**src/rtl/fx3_sat_counter.sv**
```systemverilog
// Saturating up-counter with synchronous clear; holds at all-ones
// so a long error storm never wraps back to a clean-looking value.
module fx3_sat_counter #(
  parameter int W = 16
) (
  input  logic         clk,
  input  logic         reset_n,
  input  logic         clr,
  input  logic         inc,
  output logic [W-1:0] count
);

  // count up, stick at all-ones, clear wins over increment
  always_ff @(posedge clk or negedge reset_n) begin
    if (!reset_n) begin
      count <= '0;
    end else if (clr) begin
      count <= '0;
    end else if (inc && (count != '1)) begin
      count <= count + W'(1);
    end
  end

endmodule

```
**config.mk**
```make
export PLATFORM = sky130hd
export DESIGN_NAME = fx3_sat_counter
export DESIGN_NICKNAME = d
export VERILOG_FILES = /design/src/rtl/fx3_sat_counter.sv
export SDC_FILE = /design/constraint.sdc
export NUM_CORES = 1
export LEC_CHECK = 0
export BUFFER_PORTS_ARGS = -buffer_cell sky130_fd_sc_hd__clkbuf_2
export CORE_MARGIN = 2
export CORE_UTILIZATION = 30
export CTS_CLUSTER_SIZE = 40
export DETAILED_ROUTE_END_ITERATION = 10
export GPL_TIMING_DRIVEN = 0
export HOLD_SLACK_MARGIN = 0.03
export PLACE_DENSITY = 0.54
export SYNTH_ARGS = -nofsm -noshare
export SYNTH_HDL_FRONTEND = slang
export SYNTH_SLANG_ARGS = --single-unit
```
**constraint.sdc**
```tcl
create_clock -name clk -period 3.5 [get_ports clk]
set_clock_uncertainty 0.05 [all_clocks]
set_input_delay 0.35 -clock clk [delete_from_list [all_inputs] [get_ports clk]]
set_output_delay 0.35 -clock clk [all_outputs]
set_load 0.01 [all_outputs]
```
; After elaboration in Yosys (flattened, before gate mapping)
; Index checks and enable logic that the tools add are counted.
; Widths: inputs -> output; s select.
[classes]
n_addsub = 1
eq_ne = 1
muxes = 2
n_reduce_logical = 2
[ops]
columns = operator, n
row1 = $mux 16, 2
row2 = $add 16x1->16 const B, 1
row3 = $ne 16x16->1 const B, 1
row4 = $reduce_bool 2->1, 1
row5 = $logic_and 1x1->1, 1
[word_totals]
regBits = 16
out_inout_bits = 16
word_cells = 7

; Longest topological paths before layout
[depth]
ltp_word = 4
depth_mapped = 6
mapped_depth_nobuf = 5

; Worst setup path after synthesis
; OpenSTA, ideal clock, no wires.
[synth_timing]
kind = flip-flop to flip-flop
from = reg count[0]
to = reg count[15]
setup_time_ns = 0.128
t_arrival_ns = 1.670
path_slack_ns = 1.652
stages_incl_launch_ff = 6
period_less_slack_ns = 1.848
cell_sequence = dfrtp_1 -> ha_1 -> nand4_2 -> nor4_4 -> nor4_1 -> mux2_1
[synth_via]
elab_chain_len = 3
elab_cells_between_ends = 6
classes_between = 1 x add/sub / 1 x eq/ne / 2 x mux / 2 x reduce/logical
[synth_rtl]
columns = item, line_no
row1 = from (decl), 10  ; output logic [W-1:0] count
row2 = from (signal assigned), 20  ; count <= count + W'(1);
row3 = $add 16x1->16 / $ne 16x16->1 (equally long branches), "20, 19"
row4 = $mux 16 / $logic_and 1x1->1 (equally long branches), 19  ; end else if (inc && (count != '1)) begin
row5 = $mux 16 / $reduce_bool 2->1 (equally long branches), --
; Several ways; a longest one is shown, not always the timed one. The select of a mux whose other input is x is not followed.
; A chain may end at the register's enable or synchronous reset.

; Final worst setup path
[layout_timing]
from = reg count[0]
to = reg count[13]
; The elaborated chain is that of the path after synthesis.

==> qor.csv <==
metric,value,unit
grt_pass1_wl,4133,um
min_path_type,input pin to flip-flop,
path_class,flip-flop to flip-flop,
drive_gt1_share,27.05,%
crit_arrival,2.19,ns
die-width,60.04,um
die_h,60.04,um
worstPathCellList,ha_1 -> nand4_2 -> nor4_4 -> nor4_1 -> mux2_1,
htree_num_levels,1,
start_util,31.12,%
clockRootBuffer,clkbuf_4,
max_slew_margin,62.59,%
rsz0062_at_grt,false,
path_max_fanout,10,
yosysWarnings,0,
synth_area,942.2,um2
hold_viol,0,
synth.net_count,103,
crit_required,3.63,ns
via_per_inst,5.325,
synthTopCellsByArea,"dfrtp_1, a21oi_1, o31ai_1",
instances_no_fill,166,
min_period_over_period,58.79,%
yosys.area.top_type,dfrtp_1,
crit_path_max_incr_delay,0.58,ns
drt-wirelength-per-cell,14.29,um
tightest_slew,0.5570,ns
tritoncts,done,
leakage,0.4939,nW
routed-via-count,884,
ir_drop,0.2312,mV
grt_max_degree,17,
setup_tns,0,ns
gp_congestion,0.7816,
post-synth-top-area-fraction,42.50,%
core,3028,um2
period_minus_slack,2.058,ns
grt_antenna_before_repair,0,
die_area,3605,um2
largest_reg_flops,16,
grt_pass1_vias,881,
ctsResizeCount,0,
whs,0.3018,ns
drv_cap,0,
worst_path_max_delay_cell,nor4_4,
postRouteAntennaNets,0,
final_util,37.60,%
status,"finished, final reports clean",
cts_made_buffers,3,
clk_latency,0.29,ns
fin_nets,128,
synth_cell_type_count,28,
regMostFlops,count,
fillers,324,
post_cts_buffers,0,
cp-start-kind,flip-flop,
syn_to_final_growth,20.85,%
wirelength,2372,um
synth-seq-cells,16,
portBuffers,19,
row_count,20,
critPathCaptureType,flip-flop,
cts_num_sinks,16,
avgSynthCellArea,9.614,um2
drt_pass1_iterations,4,
post-route-drc-count,0,
cts_max_path_buffers,2,
drv_slew,0,
track_usage,15.24,%
hpwl,1694,um
first_iter_violations,42,
synthCells,98,
diodes,0,
reg_top3,count x16,
clock.fmax,486.0,MHz
p_per_area,298.4,nW/um2
finalSetupViolCount,0,
ios,20,
cts.hold.buffers_added,1,
overflow,0,
yosysSeqAreaShare,42.50,%
clk_pin_slew,0.11,ns
dpl.cell_count,161,
[layout make-up]
| cell class | instances | area [um2] | area share [%] |
|---|---|---|---|
| plain buffers | 5 | 26.28 | 2.308 |
| clock buffers | 4 | 36.28 | 3.187 |
| inverters | 3 | 11.26 | 0.9890 |
| multi-input cells | 74 | 504.2 | 44.29 |
| flip-flops and latches | 16 | 400.4 | 35.16 |
| well taps | 44 | 55.05 | 4.835 |
| repair buffers | 20 | 105.1 | 9.231 |
[kinds of logic (layout without fill, tap and decap cells)]
| group | after synthesis | count (layout) | share of synthesized area (%) |
|---|---|---|---|
| AND/OR/NAND/NOR | 45 | 45 | 31.21 |
| adder cells (fa/ha/maj) | 1 | 1 | 1.328 |
| buffers and inverters | 8 | 32 | 3.983 |
| multiplexers | 4 | 4 | 4.781 |
| AO/OA/AOI/OAI | 24 | 24 | 16.20 |
| flip-flops | 16 | 16 | 42.50 |
[final timing paths]
kind,startpoint,to,slack [ns],cells past startpoint
max,count[0],count[13],1.44,5
min,inc,count[1],0.30,3
min reg2reg,count[14],count[14],0.55,2
min in group asynchronous,reset_n,count[15],0.45,2
max in group asynchronous,reset_n,count[10],2.66,2
max reg2reg,count[0],count[13],1.44,5
[routing by layer]
metal	track usage [%]	vias up	part of all wire [%]
met5	0	-	0
met2	27.48	24	49
met1	18.17	425	47
met4	2.857	0	0.59
li1	-	433	-
met3	3.896	2	3.8
[stage by stage]
| step | area [um2] | total power, mW | setup slack [ns] |
|---|---|---|---|
| after floorplan | 942.2 | 0.2032 | 1.652 |
| after global placement | 1092 | 0.2145 | 1.463 |
| after detailed placement | 1092 | 0.2153 | 1.428 |
| after CTS | 1139 | 0.3450 | 1.406 |
| after global routing | 1139 | 0.3601 | 1.283 |
| final | 1139 | 0.3397 | 1.442 |
[Yosys cell counts]
library cell / n
a211oi_2: 1
a21oi_1: 11
and3_1: 2
and4_2: 2
buf_6: 1
clkbuf_1: 4
dfrtp_1: 16
ha_1: 1
inv_1: 3
mux2_1: 4
nand2_1: 6
nand3_1: 3
nand3b_1: 1
nand4_1: 6
nand4_2: 1
nor2_1: 4
nor2b_1: 4
nor3_1: 1
nor4_1: 4
nor4_4: 1
o211ai_2: 1
o21ai_0: 1
o21ai_1: 3
o31ai_1: 7
or3_1: 2
or3_2: 1
or4_1: 5
or4_2: 2
[report_power, final]
part	total, mW	internal [mW]	switching, mW
Clock	0.128	0.0634	0.0644
Combinational	0.0232	0.00698	0.0162
Sequential	0.189	0.186	0.00243
[critical path: cells and delay by family (launching register included)]
family | cells | cell delay (ns)
fa+ha+maj | 1 | 0.24
flops | 1 | 0.44
mux | 1 | 0.33
simple gates | 3 | 0.87
[placed cells by master, fill, tap and decap left out, types with 2 or more instances in the layout]
cell type,Yosys,final
nor4_1,4,4
inv_1,3,3
and4_2,2,2
nand2_1,6,6
nand4_1,6,6
or3_1,2,2
nand3_1,3,3
nor2_1,4,4
or4_1,5,5
o21ai_1,3,3
nor2b_1,4,4
o31ai_1,7,7
a21oi_1,11,11
and3_1,2,2
clkbuf_4,0,3
mux2_1,4,4
clkbuf_1,4,4
clkbuf_2,0,19
dfrtp_1,16,16
or4_2,2,2
Power figures use the tool's default switching activity.
